### config.mk
export PLATFORM = sky130hd
export DESIGN_NAME = rst_sequencer
export DESIGN_NICKNAME = d
export VERILOG_FILES = /design/src/rtl/rst_sequencer.sv
export SDC_FILE = /design/constraint.sdc
export NUM_CORES = 1
export LEC_CHECK = 0
export CORE_AREA = 5 5 56 46
export CTS_BUF_LIST = sky130_fd_sc_hd__clkbuf_8
export DETAILED_ROUTE_END_ITERATION = 16
export DIE_AREA = 0 0 61 51
export PLACE_DENSITY = 0.74
export SLEW_MARGIN = 20
export SYNTH_ARGS = -nofsm -noshare
export SYNTH_HDL_FRONTEND = slang
export SYNTH_SLANG_ARGS = --single-unit
### constraint.sdc
create_clock -name clk -period 1.95 [get_ports clk]
set_input_delay 0.39 -clock clk [delete_from_list [all_inputs] [get_ports clk]]
set_output_delay 0.39 -clock clk [all_outputs]
set_load 0.005 [all_outputs]
### src/rtl/rst_sequencer.sv
// Reset sequencer: merges POR, debounced button, software and watchdog requests, then
// releases memory, peripheral and core reset domains in order and records the last cause.
module rst_sequencer #(
   parameter int unsigned HOLD_CYCLES     = 16,
   parameter int unsigned STAGE_DELAY     = 8,
   parameter int unsigned DEBOUNCE_CYCLES = 16
) (
   input  logic       clk,
   input  logic       rst,
   input  logic       btn_rst,
   input  logic       sw_rst_req,
   input  logic       wdt_rst_req,
   output logic       rst_mem,
   output logic       rst_periph,
   output logic       rst_core,
   output logic       ready,
   output logic [1:0] rst_cause
);

   localparam int unsigned MaxCycles = (HOLD_CYCLES > STAGE_DELAY) ? HOLD_CYCLES : STAGE_DELAY;
   localparam int unsigned CntW      = $clog2(MaxCycles) + 1;
   localparam int unsigned DbW       = $clog2(DEBOUNCE_CYCLES + 1);

   localparam logic [CntW-1:0] HoldLast  = CntW'(HOLD_CYCLES - 1);
   localparam logic [CntW-1:0] StageLast = CntW'(STAGE_DELAY - 1);
   localparam logic [DbW-1:0]  DbMax     = DbW'(DEBOUNCE_CYCLES);

   typedef enum logic [1:0] {StHold, StRelMem, StRelPeriph, StRun} state_e;

   state_e          state_q, state_d;
   logic [CntW-1:0] cnt_q, cnt_d;
   logic            sync1_q, sync1_d;
   logic            sync2_q, sync2_d;
   logic [DbW-1:0]  db_cnt_q, db_cnt_d;
   logic            btn_seen_q, btn_seen_d;
   logic            rst_mem_q, rst_mem_d;
   logic            rst_periph_q, rst_periph_d;
   logic            rst_core_q, rst_core_d;
   logic            ready_q, ready_d;
   logic [1:0]      rst_cause_q, rst_cause_d;

   logic btn_held;
   logic btn_first;
   logic src_active;

   always_comb begin
      sync1_d  = btn_rst;
      sync2_d  = sync1_q;
      db_cnt_d = db_cnt_q;
      if (!sync2_q) begin
         db_cnt_d = '0;
      end else if (db_cnt_q != DbMax) begin
         db_cnt_d = db_cnt_q + 1'b1;
      end
      btn_held   = (db_cnt_q == DbMax);
      // Only the rising edge of btn_held counts as a new button cause.
      btn_first  = btn_held & ~btn_seen_q;
      btn_seen_d = btn_held;
      src_active = btn_held | sw_rst_req | wdt_rst_req;
   end

   always_comb begin
      state_d = state_q;
      cnt_d   = cnt_q + 1'b1;
      if (src_active) begin
         state_d = StHold;
         cnt_d   = '0;
      end else begin
         case (state_q)
            StHold: begin
               if (cnt_q == HoldLast) begin
                  state_d = StRelMem;
                  cnt_d   = '0;
               end
            end
            StRelMem: begin
               if (cnt_q == StageLast) begin
                  state_d = StRelPeriph;
                  cnt_d   = '0;
               end
            end
            StRelPeriph: begin
               if (cnt_q == StageLast) begin
                  state_d = StRun;
                  cnt_d   = '0;
               end
            end
            StRun: begin
               cnt_d = '0;
            end
            default: begin
               state_d = StHold;
               cnt_d   = '0;
            end
         endcase
      end

      // Outputs are registered from the next state so they change on the transition edge.
      rst_mem_d    = (state_d == StHold);
      rst_periph_d = (state_d == StHold) || (state_d == StRelMem);
      rst_core_d   = (state_d != StRun);
      ready_d      = (state_d == StRun);

      rst_cause_d = rst_cause_q;
      if (wdt_rst_req) begin
         rst_cause_d = 2'd3;
      end else if (btn_first) begin
         rst_cause_d = 2'd1;
      end else if (sw_rst_req) begin
         rst_cause_d = 2'd2;
      end
   end

   always_ff @(posedge clk) begin
      if (rst) begin
         state_q      <= StHold;
         cnt_q        <= '0;
         sync1_q      <= 1'b0;
         sync2_q      <= 1'b0;
         db_cnt_q     <= '0;
         btn_seen_q   <= 1'b0;
         rst_mem_q    <= 1'b1;
         rst_periph_q <= 1'b1;
         rst_core_q   <= 1'b1;
         ready_q      <= 1'b0;
         rst_cause_q  <= 2'd0;
      end else begin
         state_q      <= state_d;
         cnt_q        <= cnt_d;
         sync1_q      <= sync1_d;
         sync2_q      <= sync2_d;
         db_cnt_q     <= db_cnt_d;
         btn_seen_q   <= btn_seen_d;
         rst_mem_q    <= rst_mem_d;
         rst_periph_q <= rst_periph_d;
         rst_core_q   <= rst_core_d;
         ready_q      <= ready_d;
         rst_cause_q  <= rst_cause_d;
      end
   end

   assign rst_mem    = rst_mem_q;
   assign rst_periph = rst_periph_q;
   assign rst_core   = rst_core_q;
   assign ready      = ready_q;
   assign rst_cause  = rst_cause_q;

endmodule
==> results of run 1 <==
-- area by class of cell --
class	count	area, µm²
Tap cell	24	30.0
Clock buffer	3	41.3
Sequential cell	21	423
Timing Repair Buffer	22	190
Fill cell	176	692
Clock inverter	1	3.75
Inverter	9	33.8
Multi-Input combinational cell	64	513
-- power by group through the flow --
stage | combinational (mW) | clock [mW] | sequential (mW)
3_3_place_gp | 0.0363 | 0 | 0.447
4_1_cts | 0.0378 | 0.290 | 0.438
2_1_floorplan | 0.0117 | 0 | 0.448
6_report | 0.0396 | 0.276 | 0.438
5_1_grt | 0.0441 | 0.311 | 0.439
3_5_place_dp | 0.0372 | 0 | 0.448
-- path summary, 6_finish.rpt --
kind         slack (ns)  depth (start not counted)  startpoint  endpoint
min                0.44                          1     sync1_q   sync2_q
min reg2reg        0.44                          1     sync1_q   sync2_q
max reg2reg        0.06                          7    cnt_q[0]   rst_mem
max                0.06                          7    cnt_q[0]   rst_mem
-- cells in the final DEF, fill, tap and decap left out, types with 3 or more instances in the layout --
| cell type | instances |
|---|---|
| clkbuf_8 | 3 |
| xnor2_1 | 3 |
| nand3_1 | 3 |
| xor2_1 | 3 |
| buf_4 | 12 |
| inv_1 | 10 |
| ha_1 | 8 |
| clkdlybuf4s50_1 | 10 |
| nor2_1 | 10 |
| nor3_1 | 3 |
| nand2b_1 | 7 |
| nor2b_1 | 4 |
| dfxtp_1 | 19 |
-- what timing repair did --
item | CTS | global route
gates resized for setup | 2 | 6
setup endpoints to repair | 4 | 4
hold buffers | 0 | 0
setup buffers | 0 | 3
pin swaps | 1 | 7
-- routing by layer --
metal	vias up	GRT usage	share of wire
met5	-	0	0
met1	317	0.183	0.52
met4	0	0.0433	0.012
li1	369	-	-
met2	15	0.181	0.42
met3	5	0.0479	0.053
-- per-stage QoR --
| step | worst slack, ns | TNS (ns) | hold WS [ns] | total power [mW] | cells |
|---|---|---|---|---|---|
| finish | 0.0561 | 0 | 0.442 | 0.754 | 144 |
| global route | -0.0189 | -0.0479 | 0.475 | 0.795 | 144 |
| CTS | 0.00184 | 0 | 0.447 | 0.765 | 141 |
| detailed placement | 0.00191 | 0 | 0.428 | 0.485 | 137 |
| global placement | 0.00805 | 0 | 0.420 | 0.484 | 137 |
| floorplan | 0.0857 | 0 | 0.414 | 0.460 | 95 |
-- cells by family after synthesis --
logic type               after synthesis  synth area share
buffers and inverters                 10            0.0476
multiplexers                           1            0.0106
XOR/XNOR                               6            0.0555
AO/OA/AOI/OAI                         12            0.0951
flip-flops                            21             0.444
adder cells (fa/ha/maj)               10             0.132
AND/OR/NAND/NOR                       35             0.215
-- state kept, by name, summed over array words and instances, names as in the netlist, 2 cells and up --
name,cells
state_q,2
db_cnt_q,5
rst_cause,2
cnt_q,5
==> reports/results.tsv, run 1 <==
stage	metric	value	unit
power_and_ir_drop	combinational share of power	0.052	
worst_setup_path	worst stage delay on the critical path	0.38	ns
die	Row Count	14	
power_and_ir_drop	Reg power frac	0.582	
global_routing	initial antenna violation count	0	
layout	layout cells sized above 1	0.192	
cts	H-tree lvl count	1	
die	chip height	51	µm
worst_setup_path	Required @ worst endpoint	2.16	ns
power_and_ir_drop	part of the power in the clock network	0.366	
synth	distinct cell type count of the synthesized netlist	29	
synth	Mapped Area	947	µm²
global_routing	grt ovf	0	
drt	Pre-antenna DRT Iters	4	
global_routing	number of global-route vias before repair	676	
power_and_ir_drop	P_int	600	µW
drt	ANT nets after route	0	
drt	total routed wirelength	1780	µm
cts	Num CTS Buffers	3	
cts	Root Driver	clkbuf_8	
synth	leading area contributor after synthesis	dfxtp_1	
min_path	Hold Crit Class	reg -> reg	
synth	Synth top area share	0.444	
power_and_ir_drop	Net Switching	154	µW
worst_setup_path	Critical Path, Cell by Cell	ha_4 > and3_4 > ha_4 > o21a_1 > or3_1 > o211ai_1 > o21a_1	
sta	Rel. slew slack	0.737	
worst_setup_path	CP startpoint kind	flip-flop	
drt	DRT iter0 DRCs	9	
placement	Final GP Congestion	0.675	
sta	setup violators final	0	
synth	Syn Nets	110	
sta	Min Clock Period, post-route	1.89	ns
synth	register area share after synthesis	0.444	
sta	RSZ-0062 raised after global routing	yes	
synth	Yosys warning count	0	
die	Top-Level Pins	11	
worst_setup_path	number of buffers and inverters on the critical path	0	
layout	# diodes	0	
sta	period utilization	0.971	
synth	Post-synth EDFFs	0	
layout	Final Cell Area	1230	µm²
die	Initial Util	0.492	
drt	average vias per placed instance	4.90	
synth	Post-synth top cells	dfxtp_1, ha_1, nor2_1	
sta	Final Hold Viols	0	
synth	Main synth FF type	dfxtp_1	
drt	post-DR wirelength/cell	12.3	µm
drt	DR DRC count	0	
layout	area added between synthesis and finish	30.4	%
power_and_ir_drop	peak supply drop	0.409	mV
sta	Least-Margin Pin Slew	0.394	ns
synth	Mapped Cells	95	
run_status	status	complete, no violations	
layout	# nets final	136	
cts	Reg clk slew, reported paths	0.07	ns
synth	synthesized flop and latch total	21	
synth	Synth async-reset ratio	0	
global_routing	first-pass GRT wire length	2990	µm
die	die width	61	µm
power_and_ir_drop	Pleak	0.496	nW
cts	Sink Count	21	
sta	Fmax	528	MHz
cts	Clock Path Buffers	2	
drt	via count	706	
worst_setup_path	Worst Path Max Fanout	4	
cts	Clock Latency Late Sink	0.26	ns
placement	cell area after placement	1130	µm²
global_routing	pin count of the biggest net entering global routing	12	
flow_run	max-cap viol count	0	
worst_setup_path	CP Capture Type	flip-flop	
sta	Max Slew Vio Count	0	
worst_setup_path	critical path's slowest cell	or3_1	
cts	TritonCTS clock tree	built	
die	core area	1930	µm²
sta	clock skew	0.00255	ns
placement	# port buffers	10	
synth	Synth area leaders	dfxtp_1, ha_1, nand2b_1	
synth	syn avg cell area	9.97	µm²
power_and_ir_drop	PD cells	610	nW/µm²
placement	detailed placement HPWL	1240	µm
synth	top-count cell post-synth	dfxtp_1	
worst_setup_path	arrival time at the worst endpoint	2.10	ns
worst_setup_path	Setup CP Type	reg -> reg	
power_and_ir_drop	switching part of the total	0.204	
die	die area	3110	µm²
layout	fin util	0.641	
worst_setup_path	cell family with most CP delay	compound AO/OA/AOI/OAI gates	
global_routing	total track usage	0.130	
Power figures use the tool's default switching activity.
==> inputs of run 2 (changes only) <==
==> config.mk (replaced) <==
export PLATFORM = sky130hd
export DESIGN_NAME = rst_sequencer
export DESIGN_NICKNAME = d
export VERILOG_FILES = /design/src/rtl/rst_sequencer.sv
export SDC_FILE = /design/constraint.sdc
export NUM_CORES = 1
export LEC_CHECK = 0
export CORE_AREA = 5 5 47 49
export CTS_BUF_LIST = sky130_fd_sc_hd__clkbuf_8
export DETAILED_ROUTE_END_ITERATION = 16
export DIE_AREA = 0 0 52 54
export DONT_BUFFER_PORTS = 1
export PLACE_DENSITY = 0.73
export SLEW_MARGIN = 20
export SYNTH_ARGS = -nofsm -noshare
export SYNTH_HDL_FRONTEND = slang
export SYNTH_SLANG_ARGS = --single-unit
export TNS_END_PERCENT = 30
==> run 2 against run 1 <==
Combinational power shrank 61%. Critical endpoint is now rst_core. Critical path depth unchanged. Routed wire length is 15% lower. Sequential power about the same. Via count shrank 7.2%. Largest power group unchanged. Global-route usage up 0.36 points.
==> reports/results.tsv, run 2 (same netlist as run 1, synthesis figures left out) <==
stage	metric	value	unit
placement	# port buffers	0	
layout	commonest non-fill, non-tap cells in the layout	dfxtp_1, inv_1, nor2_1, ha_1, nand2b_1	
min_path	Hold Crit Class	in -> reg	
power_and_ir_drop	Pleak	0.418	nW
drt	Top Layer Used	met4	
power_and_ir_drop	combinational share of power	0.021	
worst_setup_path	arrival time at the worst endpoint	1.99	ns
global_routing	number of global-route vias before repair	673	
cts	Root Driver	clkbuf_8	
worst_setup_path	Worst Path Max Fanout	5	
sta	Least-Margin Pin Slew	0.303	ns
sta	Fmax	543	MHz
worst_setup_path	Reg2Reg Capture Point	rst_core	
die	die area	2810	µm²
sta	clock skew	0.00285	ns
power_and_ir_drop	Net Switching	145	µW
sta	Sum Neg Setup Slack	0	ns
cts	Reg clk slew, reported paths	0.07	ns
placement	Final GP Congestion	0.820	
layout	fin util	0.588	
global_routing	grt ovf	0	
layout	most common cell after layout, fill and taps aside	dfxtp_1	
min_path	Hold Path End	sync2_q	
drt	average vias per placed instance	5.04	
drt	DRT iter0 DRCs	2	
worst_setup_path	reg2reg start	db_cnt_q[0]	
drt	Pre-antenna DRT Iters	2	
cts	Clock Path Buffers	2	
drt	DR DRC count	0	
worst_setup_path	Critical Path, Cell by Cell	inv_1 > ha_1 > nor4bb_1 > buf_4 > or4_4 > a31o_4 > or2_1	
worst_setup_path	worst stage delay on the critical path	0.42	ns
global_routing	first-pass GRT wire length	2670	µm
cts	Sink Count	21	
min_path	cell depth of the worst hold path	1	
power_and_ir_drop	part of the power in the clock network	0.377	
worst_setup_path	FF-to-FF setup slack	0.11	ns
power_and_ir_drop	switching part of the total	0.199	
global_routing	pin count of the biggest net entering global routing	12	
drt	routed wl met3	71	µm
drt	total routed wirelength	1510	µm
cts	Num CTS Buffers	3	
worst_setup_path	CP startpoint kind	flip-flop	
power_and_ir_drop	Reg power frac	0.602	
min_path	hold_sp	rst	
worst_setup_path	critical path's slowest cell	or4_4	
sta	Rel. slew slack	0.797	
sta	Final Hold Viols	0	
die	Top-Level Pins	11	
drt	met2 routed WL	691	µm
worst_setup_path	Setup CP Type	reg -> reg	
worst_setup_path	Required @ worst endpoint	2.10	ns
layout	Largest regs	cnt_q: 5 flops, db_cnt_q: 5 flops	
global_routing	initial antenna violation count	0	
sta	Min Clock Period, post-route	1.84	ns
flow_run	max-cap viol count	0	
drt	M1 WL	695	µm
placement	detailed placement HPWL	1160	µm
power_and_ir_drop	P_int	584	µW
sta	setup violators final	0	
cts	TritonCTS clock tree	built	
worst_setup_path	reg2reg path depth	7	
die	die width	52	µm
worst_setup_path	CP Capture Type	flip-flop	
cts	H-tree lvl count	1	
layout	area added between synthesis and finish	13.1	%
sta	Max Slew Vio Count	0	
global_routing	total track usage	0.133	
die	core area	1820	µm²
power_and_ir_drop	peak supply drop	0.509	mV
layout	# nets final	119	
power_and_ir_drop	PD cells	681	nW/µm²
die	Row Count	16	
layout	layout cells sized above 1	0.165	
die	chip height	54	µm
drt	via count	655	
cts	Clock Latency Late Sink	0.26	ns
layout	# diodes	0	
drt	post-DR wirelength/cell	11.6	µm
drt	ANT nets after route	0	
die	Initial Util	0.520	
run_status	status	complete, no violations	
sta	period utilization	0.944	
run 2: cell count changes in the layout (fill, tap and decap cells not counted):
| cell | previous run | this run |
|---|---|---|
| a2111oi_1 | 1 | 0 |
| clkdlybuf4s50_1 | 10 | 0 |
| ha_4 | 2 | 0 |
| buf_4 | 12 | 5 |
| a2111oi_2 | 0 | 1 |
| ha_2 | 0 | 2 |
run 2: metrics by stage:
step           cells  instance area (µm²)  worst slack, ns  hold slack, ns  total power [mW]
2_1_floorplan     95                  947           0.0857           0.414             0.460
3_3_place_gp     126                 1010          -0.0355           0.416             0.463
3_5_place_dp     126                 1010           0.0130           0.434             0.464
4_1_cts          130                 1050         -0.00408           0.187             0.734
5_1_grt          130                 1070         -0.00628           0.183             0.755
6_report         130                 1070            0.109           0.189             0.729
run 2: final cells by class:
class / instances / area [µm²]
inverters: 9 / 33.8
multi-input cells: 64 / 498
fillers: 152 / 751
clock inverters: 1 / 3.75
repair buffers: 5 / 37.5
clock buffers: 3 / 41.3
flip-flops and latches: 21 / 423
well taps: 27 / 33.8
run 2: how the worst max path moves through the flow:
stage,startpoint,endpoint,slack [ns],cells past startpoint
3_5_place_dp,cnt_q[0],state_q[0],0.01,7
2_1_floorplan,cnt_q[0],ready,0.09,7
6_report,db_cnt_q[0],rst_core,0.11,7
3_3_place_gp,db_cnt_q[0],rst_core,-0.04,7
5_1_grt,cnt_q[0],state_q[0],-0.006,7
4_1_cts,cnt_q[0],rst_mem,-0.004,7
run 2: layer usage:
| layer | vias to the layer above | track usage |
|---|---|---|
| met4 | 0 | 0.105 |
| li1 | 332 | - |
| met3 | 5 | 0.0360 |
| met1 | 304 | 0.153 |
| met2 | 14 | 0.209 |
| met5 | - | 0 |
run 2: power groups by stage:
stage               clock [mW]  sequential (mW)  combinational [mW]
floorplan                    0            0.448              0.0117
global placement             0            0.448              0.0145
detailed placement           0            0.449              0.0152
CTS                      0.280            0.439              0.0154
global route             0.296            0.440              0.0186
finish                   0.275            0.439              0.0156
run 2: timing repair:
item,4_1_cts,5_1_grt
gates cloned,0,0
hold buffers,0,0
gates resized for setup,1,6
endpoints found under the setup margin,2,4
pin swaps,0,3
endpoints found under the hold margin,0,0
setup buffers,0,0
run 2: worst max-delay path, delay by kind of cell, from the launching register on:
| kind | cells | cell delay (ns) |
|---|---|---|
| compound gates | 1 | 0.24 |
| fa+ha+maj | 1 | 0.18 |
| buf+inv | 2 | 0.21 |
| flops | 1 | 0.34 |
| simple gates | 3 | 0.76 |
